<file path="src/rtl/dcm_seq_pkg.sv">
`default_nettype none
// +--------------------------------------------------------------------+
// | dcm_seq_pkg : state encoding and sizing helpers for the DCM        |
// |               reset sequencer                                      |
// | Revision    : 1.0                                                  |
// +--------------------------------------------------------------------+
package dcm_seq_pkg;

  localparam logic [2:0] c_ST_RESET_DCM = 3'd0;
  localparam logic [2:0] c_ST_WAIT_LOCK = 3'd1;
  localparam logic [2:0] c_ST_STABILIZE = 3'd2;
  localparam logic [2:0] c_ST_RUN       = 3'd3;
  localparam logic [2:0] c_ST_FAULT     = 3'd4;

  typedef enum logic [2:0] {
    ST_RESET_DCM = c_ST_RESET_DCM,
    ST_WAIT_LOCK = c_ST_WAIT_LOCK,
    ST_STABILIZE = c_ST_STABILIZE,
    ST_RUN       = c_ST_RUN,
    ST_FAULT     = c_ST_FAULT
  } seq_state_e;

  localparam int c_RETRY_W = 3;
  localparam int c_LOSS_W  = 8;

  // One counter serves every phase, so it is sized for the longest load value.
  function automatic int cnt_width(input int a, input int b, input int c);
    int m;
    m = (a > b) ? a : b;
    m = (m > c) ? m : c;
    return $clog2(m) + 1;
  endfunction

endpackage
`default_nettype wire

</file>
<file path="src/rtl/sync_2ff.sv">
`default_nettype none
// +--------------------------------------------------------------------+
// | sync_2ff : two-flop single-bit synchronizer, clears to 0 on reset  |
// | Revision : 1.0                                                     |
// +--------------------------------------------------------------------+
module sync_2ff (
  input  logic clk_i,
  input  logic rst_ni,
  input  logic d_i,
  output logic q_o
);

  logic meta_q;
  logic sync_q;

  always_ff @(posedge clk_i) begin
    if (!rst_ni) begin
      meta_q <= 1'b0;
      sync_q <= 1'b0;
    end else begin
      meta_q <= d_i;
      sync_q <= meta_q;
    end
  end

  assign q_o = sync_q;

endmodule
`default_nettype wire

</file>
<file path="src/rtl/dcm_reset_sequencer.sv">
`default_nettype none
// +--------------------------------------------------------------------+
// | dcm_reset_sequencer : pulses DCM reset, waits for a stable lock    |
// |   with timeout/retry, then releases downstream reset.              |
// | Optional: DCM_SEQ_LOSS_CNT_EN adds LOSS_CNT / LOSS_PULSE outputs.  |
// | Revision : 1.0                                                     |
// +--------------------------------------------------------------------+
module dcm_reset_sequencer
  import dcm_seq_pkg::*;
#(
  parameter int RST_HOLD_CYCLES = 3,
  parameter int LOCK_TIMEOUT    = 2000000,
  parameter int STABLE_CYCLES   = 1024,
  parameter int MAX_RETRIES     = 7
) (
  input  logic                 CLK,
  input  logic                 RST,
  input  logic                 LOCKED,
  output logic                 DCM_RST,
  output logic                 SYS_RST_N,
  output logic                 READY,
  output logic                 FAULT,
  output logic [c_RETRY_W-1:0] RETRY_CNT
`ifdef DCM_SEQ_LOSS_CNT_EN
  ,
  output logic [c_LOSS_W-1:0]  LOSS_CNT,
  output logic                 LOSS_PULSE
`endif
);

  localparam int                   c_CNT_W     = cnt_width(RST_HOLD_CYCLES, LOCK_TIMEOUT, STABLE_CYCLES);
  localparam logic [c_CNT_W-1:0]   c_HOLD_LOAD = c_CNT_W'(RST_HOLD_CYCLES - 1);
  localparam logic [c_CNT_W-1:0]   c_WAIT_LOAD = c_CNT_W'(LOCK_TIMEOUT - 1);
  localparam logic [c_CNT_W-1:0]   c_STAB_LOAD = c_CNT_W'(STABLE_CYCLES - 1);
  localparam logic [c_RETRY_W-1:0] c_MAX_RETRY = c_RETRY_W'(MAX_RETRIES);

  seq_state_e           state_q, state_d;
  logic [c_CNT_W-1:0]   cnt_q, cnt_d;
  logic [c_RETRY_W-1:0] retry_q, retry_d;
  logic                 dcm_rst_q;
  logic                 sys_rst_n_q;
  logic                 fault_q;
  logic                 w_lock_s;
  logic                 w_cnt_zero;
  logic                 w_fail;

  sync_2ff u_lock_sync (
    .clk_i  (CLK),
    .rst_ni (RST),
    .d_i    (LOCKED),
    .q_o    (w_lock_s)
  );

  assign w_cnt_zero = (cnt_q == '0);

  always_comb begin
    state_d = state_q;
    cnt_d   = cnt_q;
    retry_d = retry_q;
    w_fail  = 1'b0;
    case (state_q)
      ST_RESET_DCM: begin
        if (w_cnt_zero) begin
          state_d = ST_WAIT_LOCK;
          cnt_d   = c_WAIT_LOAD;
        end else begin
          cnt_d = cnt_q - c_CNT_W'(1);
        end
      end
      ST_WAIT_LOCK: begin
        // A lock arriving on the timeout cycle still counts as a lock.
        if (w_lock_s) begin
          state_d = ST_STABILIZE;
          cnt_d   = c_STAB_LOAD;
        end else if (w_cnt_zero) begin
          w_fail = 1'b1;
        end else begin
          cnt_d = cnt_q - c_CNT_W'(1);
        end
      end
      ST_STABILIZE: begin
        if (!w_lock_s) begin
          w_fail = 1'b1;
        end else if (w_cnt_zero) begin
          state_d = ST_RUN;
          retry_d = '0;
        end else begin
          cnt_d = cnt_q - c_CNT_W'(1);
        end
      end
      ST_RUN: begin
        if (!w_lock_s) begin
          state_d = ST_RESET_DCM;
          cnt_d   = c_HOLD_LOAD;
        end
      end
      ST_FAULT: begin
        state_d = ST_FAULT;
      end
      default: begin
        state_d = ST_RESET_DCM;
        cnt_d   = c_HOLD_LOAD;
      end
    endcase

    if (w_fail) begin
      if (retry_q == c_MAX_RETRY) begin
        state_d = ST_FAULT;
      end else begin
        retry_d = retry_q + c_RETRY_W'(1);
        state_d = ST_RESET_DCM;
        cnt_d   = c_HOLD_LOAD;
      end
    end
  end

  // Outputs are decoded from the next state so they change on the transition edge.
  always_ff @(posedge CLK) begin
    if (!RST) begin
      state_q     <= ST_RESET_DCM;
      cnt_q       <= c_HOLD_LOAD;
      retry_q     <= '0;
      dcm_rst_q   <= 1'b1;
      sys_rst_n_q <= 1'b0;
      fault_q     <= 1'b0;
    end else begin
      state_q     <= state_d;
      cnt_q       <= cnt_d;
      retry_q     <= retry_d;
      dcm_rst_q   <= (state_d == ST_RESET_DCM) || (state_d == ST_FAULT);
      sys_rst_n_q <= (state_q == ST_RUN) && (state_d == ST_RUN);
      fault_q     <= (state_d == ST_FAULT);
    end
  end

  assign DCM_RST   = dcm_rst_q;
  assign SYS_RST_N = sys_rst_n_q;
  assign READY     = sys_rst_n_q;
  assign FAULT     = fault_q;
  assign RETRY_CNT = retry_q;

`ifdef DCM_SEQ_LOSS_CNT_EN
  logic [c_LOSS_W-1:0] loss_cnt_q;
  logic                loss_pulse_q;
  logic                w_loss_evt;

  assign w_loss_evt = (state_q == ST_RUN) && !w_lock_s;

  always_ff @(posedge CLK) begin
    if (!RST) begin
      loss_cnt_q   <= '0;
      loss_pulse_q <= 1'b0;
    end else begin
      loss_pulse_q <= w_loss_evt;
      if (w_loss_evt && (loss_cnt_q != {c_LOSS_W{1'b1}})) begin
        loss_cnt_q <= loss_cnt_q + c_LOSS_W'(1);
      end
    end
  end

  assign LOSS_CNT   = loss_cnt_q;
  assign LOSS_PULSE = loss_pulse_q;
`endif

endmodule
`default_nettype wire

</file>
<file path="config.mk">
export PLATFORM = sky130hd
export DESIGN_NAME = dcm_reset_sequencer
export DESIGN_NICKNAME = d
export VERILOG_FILES = /design/src/rtl/dcm_seq_pkg.sv /design/src/rtl/sync_2ff.sv /design/src/rtl/dcm_reset_sequencer.sv
export SDC_FILE = /design/constraint.sdc
export NUM_CORES = 1
export LEC_CHECK = 0
export ABC_AREA = 0
export ABC_CLOCK_PERIOD_IN_PS = 3000
export CAP_MARGIN = 5
export CORE_MARGIN = 2
export CORE_UTILIZATION = 45
export DETAILED_ROUTE_END_ITERATION = 10
export SYNTH_ARGS = -nofsm -noshare
export SYNTH_HDL_FRONTEND = slang
export SYNTH_SLANG_ARGS = --single-unit
</file>
<file path="constraint.sdc">
create_clock -name CLK -period 3 [get_ports CLK]
set_input_delay 0.6 -clock CLK [delete_from_list [all_inputs] [get_ports CLK]]
set_output_delay 0.6 -clock CLK [all_outputs]
set_load 0.05 [all_outputs]
</file>
* Word-level counts from Yosys, hierarchy flattened
Index checks and enable logic that the tools add are counted.
** Word-level totals
- Output and inout port bits :: 7
- Flip-flop bits (word level) :: 33
- Input port bits :: 3
- Word-level logic and storage cells :: 47
** Cells by class
- Eq/ne operators :: 7
- Add/sub/neg operators :: 2
- Reductions and logical operators :: 5
- Mux-type cells :: 25
** Operators with widths (count)
- 22-bit two-way mux :: 7
- 22-bit case mux with 5 select lines :: 1
- 3-bit two-way mux :: 12
- 22-bit zero test :: 1
- 22-bit by 1-bit subtractor with 22-bit output (second input constant) :: 1
- 3-bit case mux with 5 select lines :: 1
- 3-bit by 2-bit equality test with 1-bit output (second input constant) :: 3
- 3-bit equality test (second input constant) :: 3
- 3-bit zero test :: 2
- 3-bit by 1-bit adder with 3-bit output (second input constant) :: 1
- 3-bit by 1-bit equality test with 1-bit output (second input constant) :: 1
- 1-bit two-way mux :: 3
- 1-bit case mux with 2 select lines :: 1
- 1-bit logical AND :: 1
- 1-bit logical OR :: 1

* Logic depth before layout (Yosys ltp)
Gate-level depths: netlist (run 1).
- Depth in word-level cells :: 7
- Gate-level depth with buffers :: 11
- Gate-level depth less buffers :: 10

* Hierarchy
From an unflattened synthesis (run 1), not the netlist that was laid out.
** Unflattened totals
- Cell total of the unflattened synthesis :: 286
- Area total of the unflattened synthesis :: 2155.8 µm²
** By module, submodules not included
- dcm_reset_sequencer :: cells each 282, times used 1, area an instance 2103.3 µm², sequential area each 620.6 µm²
- sync_2ff :: cells each 4, times used 1, area an instance 52.6 µm², sequential area each 40.0 µm²

* Worst setup path before layout (run 1)
Ideal clock, no wire load.
- Kind :: register to register
- Start :: reg cnt_q[1]
- End :: reg cnt_q[0]
- Slack :: 0.912 ns
- Arrival :: 1.967 ns
- Data required time :: 2.878 ns
- Path buffers :: 1
- Period minus slack after synthesis :: 2.088 ns
- Setup time :: 0.122 ns
- Cell stages (with the launch flop) :: 11
- Path through :: dfxtp_1 > inv_1 > ha_1 > nor4b_4 > nand4b_4 > nor2_4 > inv_2 > buf_6 > ha_1 > a221oi_1 > nor2_1
** Between the ends
- Word-level cells in the longest chain between the ends :: 6
- Elaborated cells between the ends (all ways) :: 11
- Classes of those cells :: 10 x mux; 1 x reduce/logical
** RTL lines
- start, declared :: RTL line dcm_reset_sequencer.sv:38 : logic [c_CNT_W-1:0] cnt_q, cnt_d;
- start signal, assigned :: RTL line dcm_reset_sequencer.sv:121 : cnt_q <= c_HOLD_LOAD;
- start signal, assigned :: RTL line dcm_reset_sequencer.sv:128 : cnt_q <= cnt_d;
- 22-bit zero test * :: RTL line dcm_reset_sequencer.sv:54 : assign w_cnt_zero = (cnt_q == '0);
- 22-bit two-way mux :: RTL line dcm_reset_sequencer.sv:75, dcm_reset_sequencer.sv:84
- 22-bit two-way mux, on equally long branches :: RTL line dcm_reset_sequencer.sv:82, dcm_reset_sequencer.sv:72
- 22-bit case mux with 5 select lines :: RTL line dcm_reset_sequencer.sv:61 : case (state_q)
- 22-bit two-way mux :: RTL line dcm_reset_sequencer.sv:107 : if (retry_q == c_MAX_RETRY) begin
- 22-bit two-way mux * :: RTL line dcm_reset_sequencer.sv:106 : if (w_fail) begin
Mark *: on every way between the ends. The rest lies on a longest branch, timed or not.
A chain may end at the register's enable or synchronous reset.

* Worst setup path after layout (run 1)
Same ends and word-level chain as after synthesis.

==> results of run 1 <==
-- how the worst max path moves through the flow --
stage,startpoint,to,slack (ns),depth (start not counted)
finish,cnt_q[1],cnt_q[0],0.55,9
global route,cnt_q[1],RETRY_CNT[2],0.38,9
CTS,cnt_q[1],RETRY_CNT[1],0.60,9
detailed placement,cnt_q[1],RETRY_CNT[1],0.62,9
global placement,cnt_q[16],RETRY_CNT[1],0.69,7
floorplan,cnt_q[1],cnt_q[0],0.91,10
-- power groups by stage --
stage | sequential, mW | clock (mW) | combinational, mW
detailed placement | 0.797 | 0 | 1.55
global placement | 0.794 | 0 | 1.55
finish | 0.793 | 0.341 | 1.58
floorplan | 0.751 | 0 | 1.31
CTS | 0.789 | 0.349 | 1.56
global route | 0.813 | 0.367 | 1.76
-- flip-flops by register name, indices dropped and copies added (netlist names) --
register            count
DCM_RST                 1
FAULT                   1
READY                   1
RETRY_CNT               3
cnt_q                  22
state_q                 3
u_lock_sync.meta_q      1
u_lock_sync.q_o         1
-- Yosys cell counts (5+ instances only) --
cell type,n
dfxtp_1,33
ha_1,5
inv_1,8
o21ai_0,22
nor3_1,14
a21oi_1,21
clkbuf_1,8
nand3_1,12
nand2_1,29
nor2_1,17
a311oi_1,6
-- per-stage QoR --
step | setup WS, ns | util [%] | cell area [sq um] | hold slack, ns | power [mW]
floorplan | 0.912 | - | 2240 | 0.412 | 2.07
global placement | 0.687 | 50.3 | 2390 | 0.414 | 2.34
detailed placement | 0.619 | 50.3 | 2390 | 0.426 | 2.35
CTS | 0.600 | 52.1 | 2480 | 0.442 | 2.70
global route | 0.376 | 52.1 | 2480 | 0.460 | 2.94
finish | 0.554 | 52.1 | 2480 | 0.435 | 2.71
-- area by class of cell --
cell class | count | area (sq um) | share of cell area (%)
Multi-Input combinational cell | 220 | 1450 | 58.5
Sequential cell | 33 | 661 | 26.7
Timing Repair Buffer | 18 | 158 | 6.37
Clock buffer | 7 | 86.3 | 3.49
Tap cell | 67 | 83.8 | 3.39
Inverter | 10 | 38.8 | 1.57
-- routing by layer --
layer / part of all wire (%) / up-vias / track usage (%) / wire length [um]
li1: - / 1081 / - / -
met1: 49 / 1026 / 35.1 / 2920
met2: 45 / 48 / 35.0 / 2680
met3: 4.7 / 13 / 4.07 / 281
met4: 2.0 / 0 / 7.34 / 119
met5: 0 / - / 0 / 0
-- kinds of logic after synthesis --
group                      after synthesis  share of synthesized area [%]
DFF                                     33                           29.5
adders and majority gates                6                           3.24
muxes                                    1                          0.447
and+or+nand+nor                        118                           31.9
buffers and inverters                   26                           5.86
AOI/OAI and AO/OA                       94                           28.7
xor gates and xnor gates                 1                          0.391
-- worst max-delay path: cells and delay by family, from the launching register on --
| family | cells | cell delay, ns |
|---|---|---|
| AOI/OAI and AO/OA | 1 | 0.27 |
| buffers and inverters | 2 | 0.34 |
| DFF | 1 | 0.34 |
| and+or+nand+nor | 4 | 0.90 |
| adders and majority gates | 2 | 0.48 |
==> flow_summary.yaml, run 1 <==
synthesis:
  ys_ff_latch: 33
  yosysWarnings: 0
  syn_inst: 279
  synth_area_sq_mm: 0.00224
  netlist.area_leader.share_pct: 29.5
  synth.top_cells.by_area: "dfxtp_1 (29%), o21ai_0 (4.9%), nand2_1 (4.9%), a21oi_1 (4.7%), nor3_1 (3.1%)"
  synthArstFlopShare_pct: 0
  yosys.area.top_type: "dfxtp_1"
  ys.flop_type: "dfxtp_1"
  synth-seq-area-share_pct: 29.5
  synth_edf_count: 0
  ys_types: 75
  syn_avg_cell_area_sq_um: 8.03
  synth_nets: 287
setup_path:
  crit_top_cell: "ha_1"
  reg2regPathDepth: 9
  crit_arrival_ns: 2.62
  slowest_stage: "dfxtp_1"
  max_stage_delay_ns: 0.34
  cp-end-kind: "register"
  cp_max_fo: 14
  timing.rr.end: "cnt_q[0]"
  crit-reg2reg-launch: "cnt_q[1]"
  required_ns: 3.17
  r2r_slack_ns: 0.55
  start_kind: "register"
  path_cells: "inv_1 -> ha_1 -> nor4b_4 -> nand4b_4 -> nor2_4 -> inv_2 -> ha_1 -> a221oi_1 -> nor2_1"
  worstSetupPathType: "reg2reg"
timing:
  slew_headroom_pct: 54.0
  setup_tns_ns: 0
  hold_viol: 0
  worst_pin_slew_ns: 0.683
  drv_slew: 0
  rsz0062_at_grt: "false"
  setup_viol: 0
  fin_crit_ns: 2.45
  timing.fmax_ghz: 0.409
  fin_crit_sh_pct: 81.5
  finalClockSkew_ns: 0.00309
pwr:
  ir_worst_vdd_mv: 0.559
  combPwrFrac_pct: 58.2
  swShare_pct: 48.6
  power_leakage_nw: 0.916
  p_per_area_mw_per_mm2: 1100
  sequentialPowerShare_pct: 29.3
  power.switching_mw: 1.32
  p_clk_share_pct: 12.6
  internal_power_mw: 1.40
cts:
  worst_skew_pair.late_latency_ns: 0.29
  cts_tree: "built"
  clk_pin_slew_ns: 0.07
  numCtsBuffers: 5
  cts_resized: 0
  cts_setup_buffers: 0
  cts.sinks: 33
  cts.htree.levels: 2
  root_buffer: "clkbuf_8"
  holdBufCountCts: 0
  clockBufferDepth: 2
placement:
  dp_hpwl_um: 4310
  gp_congestion: 0.949
  dp_cells: 348
  numPortBuffers: 9
cells_and_area:
  n_fill_cell: 489
  drive_above_1_share_pct: 14.2
  diodes: 0
  instances_no_fill: 355
  syn2layout_area_growth_pct: 10.5
  final_cell_mix: "dfxtp_1 (33), nand2_1 (29), o21ai_0 (22)"
  final_common_cell: "dfxtp_1"
  fin_nets: 296
global_routing:
  grt_use_total_pct: 23.7
  grt_max_degree: 24
  antenna_found_initial: 0
  grt_overflow: 0
  grt_pass1_vias: 1997
  grt_pass1_wl_um: 10000
min_path:
  min_path_type: "reg2reg"
  min_path_cells: 1
  whs_endpoint: "u_lock_sync.q_o"
  holdCritStartpoint: "u_lock_sync.meta_q"
floorplan:
  initial_core_util_pct: 47.1
  ios: 10
  fp.dieW_um: 74.6
  die_area_sq_mm: 0.00556
  die_h_um: 74.6
  core_sq_mm: 0.00475
  rows: 25
routing:
  dr.pass1.iters: 4
  drc: 0
  detail-route-antenna-nets: 0
  initialDrtViolationCount: 174
  routed-via-count: 2168
  postRouteWirelength_um: 6000
  vias_per_cell: 6.11
  wl_per_cell_um: 16.9
run:
  cap_viol_max_count: 0
outcome:
  status: "finished clean"
Note: power is estimated with default switching activity, not from simulation.
==> run 2: changes to the inputs <==
Settings changed: ABC_CLOCK_PERIOD_IN_PS 3000 to 2190.
Clock period 3 ns to 2.19 ns, I/O delays scaled along.
==> run 2 against run 1 <==
- hold slack better by 0.0078 ns
- first-iteration DRC count is 14% higher
- setup slack worse by 0.44 ns
- clock power is 40% higher
- cell count is 7.3% higher
- register-to-register slack worse by 0.44 ns
- routed wire length is 4.0% higher
- critical path depth stayed put
- flip-flop and latch count stayed put
- non-clock buffer count is 26 higher
- die area stayed put
- critical endpoint is now cnt_q[15]
- largest cell class unchanged
==> flow_summary.yaml, run 2 (same netlist as run 1, synthesis figures left out) <==
setup_path:
  worstSetupPathType: "reg2reg"
  critPathBufInv: 2
  crit_arrival_ns: 2.24
  path_cells: "inv_1 -> ha_4 -> nor4b_4 -> nand4b_4 -> nor2_4 -> buf_4 -> o21ai_0 -> a222oi_1 -> nor3_1"
  cp-end-kind: "register"
  critical-path-top-delay-family: "simple AND/OR/NAND/NOR gates"
  cp_max_fo: 9
  max_stage_delay_ns: 0.32
  required_ns: 2.36
  start_kind: "register"
  slowest_stage: "dfxtp_1"
cells_and_area:
  drive_above_1_share_pct: 23.9
  design_area_sq_mm: 0.00273
  n_fill_cell: 446
  syn2layout_area_growth_pct: 21.8
  regMostFlops: "cnt_q"
  final_cell_mix: "buf_4 (34), dfxtp_1 (32), nand2_1 (29)"
  final_common_cell: "buf_4"
  largest_reg_flops: 22
  fin_nets: 322
  post-route-util_pct: 57.4
  instances_no_fill: 381
  diodes: 0
pwr:
  p_clk_share_pct: 11.5
  ir_worst_vdd_mv: 0.770
  power_leakage_nw: 1.05
  combPwrFrac_pct: 62.5
  power.total_mw: 4.13
  power.switching_mw: 1.92
  p_per_area_mw_per_mm2: 1510
  internal_power_mw: 2.21
  swShare_pct: 46.6
  sequentialPowerShare_pct: 25.9
timing:
  fin_crit_sh_pct: 94.8
  finalClockSkew_ns: 0.00423
  slew_headroom_pct: 66.8
  hold-worst-slack_ns: 0.443
  rsz0062_at_grt: "true"
  timing.fmax_ghz: 0.482
  fin_ws_ns: 0.115
  setup_viol: 0
  drv_slew: 0
  hold_viol: 0
  setup_tns_ns: 0
  worst_pin_slew_ns: 0.496
  fin_crit_ns: 2.08
run:
  cap_viol_max_count: 0
floorplan:
  die_area_sq_mm: 0.00556
  ios: 10
  core_sq_mm: 0.00475
  initial_core_util_pct: 47.1
  fp.dieW_um: 74.6
  rows: 25
  die_h_um: 74.6
routing:
  drc: 0
  routed-via-count: 2326
  initialDrtViolationCount: 198
  dr.pass1.iters: 7
  postRouteWirelength_um: 6240
  detail-route-antenna-nets: 0
  vias_per_cell: 6.10
  wl_per_cell_um: 16.4
global_routing:
  grt_pass1_wl_um: 10400
  grt_use_total_pct: 24.7
  grt_overflow: 0
  grt_max_degree: 20
  grt_pass1_vias: 2140
  antenna_found_initial: 0
placement:
  dp_hpwl_um: 4480
  pre_cts_ws_ns: 0.0425
  placed_area_sq_mm: 0.00256
  dp_cells: 369
  gp_congestion: 0.865
  numPortBuffers: 9
cts:
  clk_pin_slew_ns: 0.07
  numCtsBuffers: 5
  cts.htree.levels: 2
  cts.sinks: 33
  root_buffer: "clkbuf_8"
  cts_tree: "built"
  worst_skew_pair.late_latency_ns: 0.29
  clockBufferDepth: 2
outcome:
  status: "finished clean"
min_path:
  min_path_type: "reg2reg"
[run 2: changes by cell type in the layout (fill, tap and decap cells not counted), sizes merged]
cell	change
buf	+26
[run 2: timing repair]
action,4_1_cts,5_1_grt
hold buffers,0,0
buffers inserted,3,2
resized for setup,0,12
endpoints found under the setup margin,3,27
pin swaps,1,4
[run 2: layout make-up]
class                   instances  area (sq um)  share of cell area, %
clock buffers                   7          86.3                   3.16
multi-input cells             220          1490                   54.6
inverters                      10          41.3                   1.51
flip-flops and latches         33           662                   24.3
repair buffers                 44           365                   13.4
well taps                      67          83.8                   3.07
[run 2: path summary, 6_finish.rpt]
| kind | from | endpoint | slack [ns] | cells past startpoint |
|---|---|---|---|---|
| max | cnt_q[0] | cnt_q[15] | 0.11 | 9 |
| min reg2reg | u_lock_sync.meta_q | u_lock_sync.q_o | 0.44 | 1 |
| max reg2reg | cnt_q[0] | cnt_q[15] | 0.11 | 9 |
| min | u_lock_sync.meta_q | u_lock_sync.q_o | 0.44 | 1 |
[run 2: power groups by stage]
stage / Sequential (mW) / Combinational [mW] / Clock, mW
2_1_floorplan: 1.03 / 1.80 / 0
3_3_place_gp: 1.07 / 2.38 / 0
3_5_place_dp: 1.08 / 2.38 / 0
4_1_cts: 1.06 / 2.44 / 0.490
5_1_grt: 1.10 / 2.84 / 0.500
6_report: 1.07 / 2.58 / 0.476
[run 2: metal layers]
layer	vias to the layer above	wire [um]	share of wire, %	global-route usage, %
met5	-	0	0	0
met4	0	82	1.3	7.74
met3	10	438	7.0	5.01
met2	91	2780	45	38.2
met1	1100	2940	47	34.5
li1	1125	-	-	-
==> run 3: changes to the inputs <==
Settings changed: CELL_PAD_IN_SITES_DETAIL_PLACEMENT set to 1, CELL_PAD_IN_SITES_GLOBAL_PLACEMENT set to 1, CORE_UTILIZATION 45 to 41, PLACE_DENSITY_LB_ADDON set to 0.1.
==> run 3 against run 2 <==
- global-route usage grew 0.17 points
- fmax decreased by 1.0%
- hold slack better by 0.011 ns
- combinational power about the same
- first-iteration DRC count is 43% lower
- cell count increased by 1.0%
- routed wire length is 18% higher
==> flow_summary.yaml, run 3 (same netlist as run 1, synthesis figures left out) <==
cts:
  worst_skew_pair.late_latency_ns: 0.29
  cts_tree: "built"
  clk_pin_slew_ns: 0.07
  root_buffer: "clkbuf_8"
  cts.sinks: 33
  holdBufCountCts: 0
  clockBufferDepth: 2
  numCtsBuffers: 5
  cts.htree.levels: 2
setup_path:
  timing.rr.end: "RETRY_CNT[0]"
  cp_max_fo: 8
  required_ns: 2.35
  worstSetupPathType: "reg2reg"
  r2r_slack_ns: 0.09
  crit_arrival_ns: 2.25
  cp-end-kind: "register"
  start_kind: "register"
  crit-reg2reg-launch: "cnt_q[1]"
  cp-startpoint: "cnt_q[1]"
  critPathCapture: "RETRY_CNT[0]"
  reg2regPathDepth: 9
cells_and_area:
  diodes: 0
  final_common_cell: "buf_4"
  regMostFlops: "cnt_q"
  design_area_sq_mm: 0.00273
  drive_above_1_share_pct: 24.1
  largest_reg_flops: 22
  syn2layout_area_growth_pct: 21.9
  fin_nets: 323
  final_cell_mix: "buf_4 (33), dfxtp_1 (31), nand2_1 (29)"
timing:
  fin_crit_sh_pct: 95.8
  drv_slew: 0
  rsz0062_at_grt: "true"
  finalClockSkew_ns: 0.00812
  timing.fmax_ghz: 0.477
  hold_viol: 0
  setup_viol: 0
  worst_pin_slew_ns: 0.526
  slew_headroom_pct: 64.6
  fin_crit_ns: 2.10
  fin_ws_ns: 0.0930
placement:
  pre_cts_ws_ns: 0.0658
  dp_hpwl_um: 5440
  numPortBuffers: 9
  gp_congestion: 0.844
  placed_area_sq_mm: 0.00256
routing:
  vias_per_cell: 6.17
  detail-route-antenna-nets: 0
  routed-via-count: 2376
  drc: 0
  wl_per_cell_um: 19.2
  initialDrtViolationCount: 113
  dr.pass1.iters: 5
  postRouteWirelength_um: 7380
global_routing:
  antenna_found_initial: 0
  grt_pass1_vias: 2307
  grt_overflow: 0
  grt_pass1_wl_um: 11900
  grt_use_total_pct: 24.8
  grt_max_degree: 16
pwr:
  p_per_area_mw_per_mm2: 1520
  power_leakage_nw: 1.05
  ir_worst_vdd_mv: 0.716
floorplan:
  fp.dieW_um: 77.9
  die_h_um: 77.9
  rows: 26
  core_sq_mm: 0.00520
  initial_core_util_pct: 43.1
  die_area_sq_mm: 0.00607
  ios: 10
run:
  cap_viol_max_count: 0
min_path:
  min_path_type: "reg2reg"
outcome:
  status: "finished clean"
[run 3: cell count changes in the layout (fill, tap and decap cells not counted), sizes merged]
cell,delta
clkbuf,+1
[run 3: repair_timing]
item / in CTS / in global routing
buffers inserted: 0 / 5
setup endpoints to repair: 0 / 23
gates resized for setup: 0 / 15
[run 3: critical path, cell delays in order (launching register included)]
cell and delay [ns]:
dfxtp_4 0.36, inv_4 0.06, ha_1 0.13, nor4b_4 0.28, nand4b_4 0.22, nor2_4 0.20
inv_2 0.10, o41a_1 0.43, nand3_1 0.10, o21ai_0 0.08
[run 3: worst min path at each step]
stage                        from         endpoint  slack (ns)  cells after the start
2_1_floorplan  u_lock_sync.meta_q  u_lock_sync.q_o        0.41                      1
3_3_place_gp   u_lock_sync.meta_q  u_lock_sync.q_o        0.41                      1
3_5_place_dp   u_lock_sync.meta_q  u_lock_sync.q_o        0.44                      1
4_1_cts        u_lock_sync.meta_q  u_lock_sync.q_o        0.46                      1
5_1_grt        u_lock_sync.meta_q  u_lock_sync.q_o        0.49                      1
6_report       u_lock_sync.meta_q  u_lock_sync.q_o        0.45                      1
[run 3: power breakdown]
| group | total, mW | internal, mW | switching [mW] |
|---|---|---|---|
| sequential | 1.08 | 0.794 | 0.287 |
| combinational | 2.58 | 1.13 | 1.45 |
| clock | 0.481 | 0.250 | 0.231 |
[run 3: layer usage]
layer  vias up  routed length, um  GRT usage (%)
met5         -                  0              0
met4         0                 93           7.37
met3         9                323           4.77
met2        66               3460           40.1
met1      1171               3500           33.6
li1       1130                  -              -
[run 3: final cells by class]
type                            count  area (sq um)
Fill cell                         643          2470
Clock buffer                        7          86.3
Timing Repair Buffer               45           380
Sequential cell                    33           666
Multi-Input combinational cell    220          1470
Tap cell                           70          87.6
Inverter                           10          41.3
[run 3: through the flow]
stage | utilization, % | TNS [ns] | hold WS (ns) | total power [mW] | instances
after global placement | 49.2 | 0 | 0.414 | 3.41 | 373
after detailed placement | 49.2 | 0 | 0.437 | 3.47 | 373
after global routing | 52.5 | -0.189 | 0.491 | 4.47 | 385
final | 52.5 | 0 | 0.454 | 4.14 | 385
after CTS | 50.8 | 0 | 0.458 | 3.97 | 380
after floorplan | - | 0 | 0.412 | 2.83 | 279
==> RTL edit: new RTL, flow settings as in run 1 <==
Put one more register stage on the output `FAULT`, with the module's reset. The value now appears one clock later. The other outputs are not delayed to match.
--- a/src/rtl/dcm_reset_sequencer.sv
+++ b/src/rtl/dcm_reset_sequencer.sv
@@ -138,3 +138,9 @@
   assign READY     = sys_rst_n_q;
-  assign FAULT     = fault_q;
+  always_ff @(posedge CLK) begin
+    if (!RST) begin
+      FAULT <= '0;
+    end else begin
+      FAULT <= fault_q;
+    end
+  end
   assign RETRY_CNT = retry_q;
Behaviour: no difference found for any inputs over 10 cycles, from zero or initial values and one cycle with RST low; that may be too few to reach the edited logic, so the function may still have changed.
==> RTL edit against run 1 <==
Sequential power decreased by 4.3%; area after synthesis decreased by 5.0%; setup slack got worse by 0.10 ns; final area decreased by 2.3%; power decreased by 3.2%; via count decreased by 5.0%; routed wire length decreased by 7.1%; first-iteration DRC count increased by 0.57%; sequential share of layout area increased by 1.4 points; sequential cell count increased by 1; clock power increased by 23%.
==> RTL edit: results (changes against run 1) <==
global_routing:
  grt_max_degree: 21  # was 24
  grt_pass1_vias: 1846  # was 1997
  use_met2_pct: 32.0  # was 35.0%
  grt_use_met1_pct: 32.9  # was 35.1%
  grt_first_pass_wirelength_um: 9260  # was 10000 µm
  antenna_found_initial: 0  # unchanged
  grt_usage_pct: 22.3  # was 23.7%
placement:
  dpl_cell_area_um2: 2310  # was 2390 µm²
  place_hpwl_um: 3990  # was 4310 µm
  place_congestion: 0.917  # was 0.949
  post-place-ws_ns: 0.505  # was 0.619 ns
  dpl.cell_count: 323  # was 348
synth:
  synthCells: 261  # was 279
  async_flop_share_pct: 0  # unchanged
  synth.top_cells.by_area: "dfxtp_1, a21oi_1, o21ai_0"  # was dfxtp_1, o21ai_0, nand2_1
  synth.distinct_cells: 58  # was 75
  synth-xor-area-share_pct: 0.412  # was 0.391%
  ys_seq_area_share_pct: 32.0  # was 29.5%
  syn_nets: 269  # was 287
  synthAdderAreaFrac_pct: 2.94  # was 3.24%
  muxShareOfSynthArea_pct: 1.94  # was 0.447%
  synth_compound_area_share_pct: 27.7  # was 28.7%
  synthTopCellsByCount: "dfxtp_1, a21oi_1, o21ai_0"  # was dfxtp_1, nand2_1, o21ai_0
final_layout:
  fin_cells: 331  # was 355
  drive_above_1_share_pct: 12.3  # was 14.2%
  layout.nets: 284  # was 296
  area_growth_pct: 13.7  # was 10.5%
  regMostFlops: "cnt_q"  # unchanged
  n_fill_cell: 467  # was 489
timing:
  fin_skew_ns: 0.00783  # was 0.00309 ns
  tightest_slew_ns: 0.691  # was 0.683 ns
power_and_ir_drop:
  vdd_drop_max_mv: 0.524  # was 0.559 mV
  switching_share_pct: 44.7  # was 48.6%
  p_leak_uw: 0.000931  # was 0.000916 µW
  powerSeq_uw: 759  # was 793 µW
  power_density_nw_per_um2: 1090  # was 1100 nW/µm²
  pwr-share-clk_pct: 15.9  # was 12.6%
route:
  totalWireLength_um: 5580  # was 6000 µm
  drtIter0Drc: 175  # was 174
  drtPass1Iterations: 5  # was 4
  met2WireLength_um: 2490  # was 2680 µm
  viasPerCell: 6.22  # was 6.11
  wl_met1_um: 2750  # was 2920 µm
critical_path:
  cp_max_fo: 6  # was 14
  slowest_stage: "or4b_1"  # was dfxtp_1
  cp.arrival_ns: 2.73  # was 2.62 ns
  cpPeakStageDelay_ns: 0.55  # was 0.34 ns
status:
  status: "finished, final reports clean"  # unchanged
## RTL edit: cell types whose count changed after synthesis, moves of 3 or more
cell | run 1 | this run
and2_1 | 2 | 8
a31oi_1 | 1 | 4
nand3_1 | 12 | 4
nand2b_1 | 2 | 7
nor2_1 | 17 | 21
o21ai_1 | 4 | 0
a21oi_1 | 21 | 26
o31ai_1 | 4 | 1
buf_6 | 3 | 0
nand2_1 | 29 | 17
or3_1 | 3 | 8
inv_1 | 8 | 4
## RTL edit: kinds of logic (layout without fill, tap and decap cells)
logic type / Yosys count / after routing
and+or+nand+nor: 110 / 110
AOI/OAI and AO/OA: 91 / 91
DFF: 34 / 34
buffers and inverters: 16 / 32
adders and majority gates: 5 / 5
muxes: 4 / 4
xor gates and xnor gates: 1 / 1
## RTL edit: area by class of cell
| class | count | share of cell area [%] |
|---|---|---|
| Timing Repair Buffer | 20 | 7.14 |
| Clock buffer | 7 | 3.15 |
| Multi-Input combinational cell | 211 | 56.9 |
| Clock inverter | 1 | 1.24 |
| Inverter | 4 | 0.620 |
| Sequential cell | 34 | 28.1 |
| Tap cell | 54 | 2.79 |
## RTL edit: path summary, 6_finish.rpt
kind	startpoint	end	slack [ns]	cells past startpoint
setup / recovery	cnt_q[1]$_SDFF_PN1_	cnt_q[6]$_SDFF_PN0_	0.45	8
hold / removal	u_lock_sync.meta_q$_SDFF_PN0_	u_lock_sync.q_o$_SDFF_PN0_	0.44	1
setup reg to reg	cnt_q[1]$_SDFF_PN1_	cnt_q[6]$_SDFF_PN0_	0.45	8
hold reg to reg	u_lock_sync.meta_q$_SDFF_PN0_	u_lock_sync.q_o$_SDFF_PN0_	0.44	1
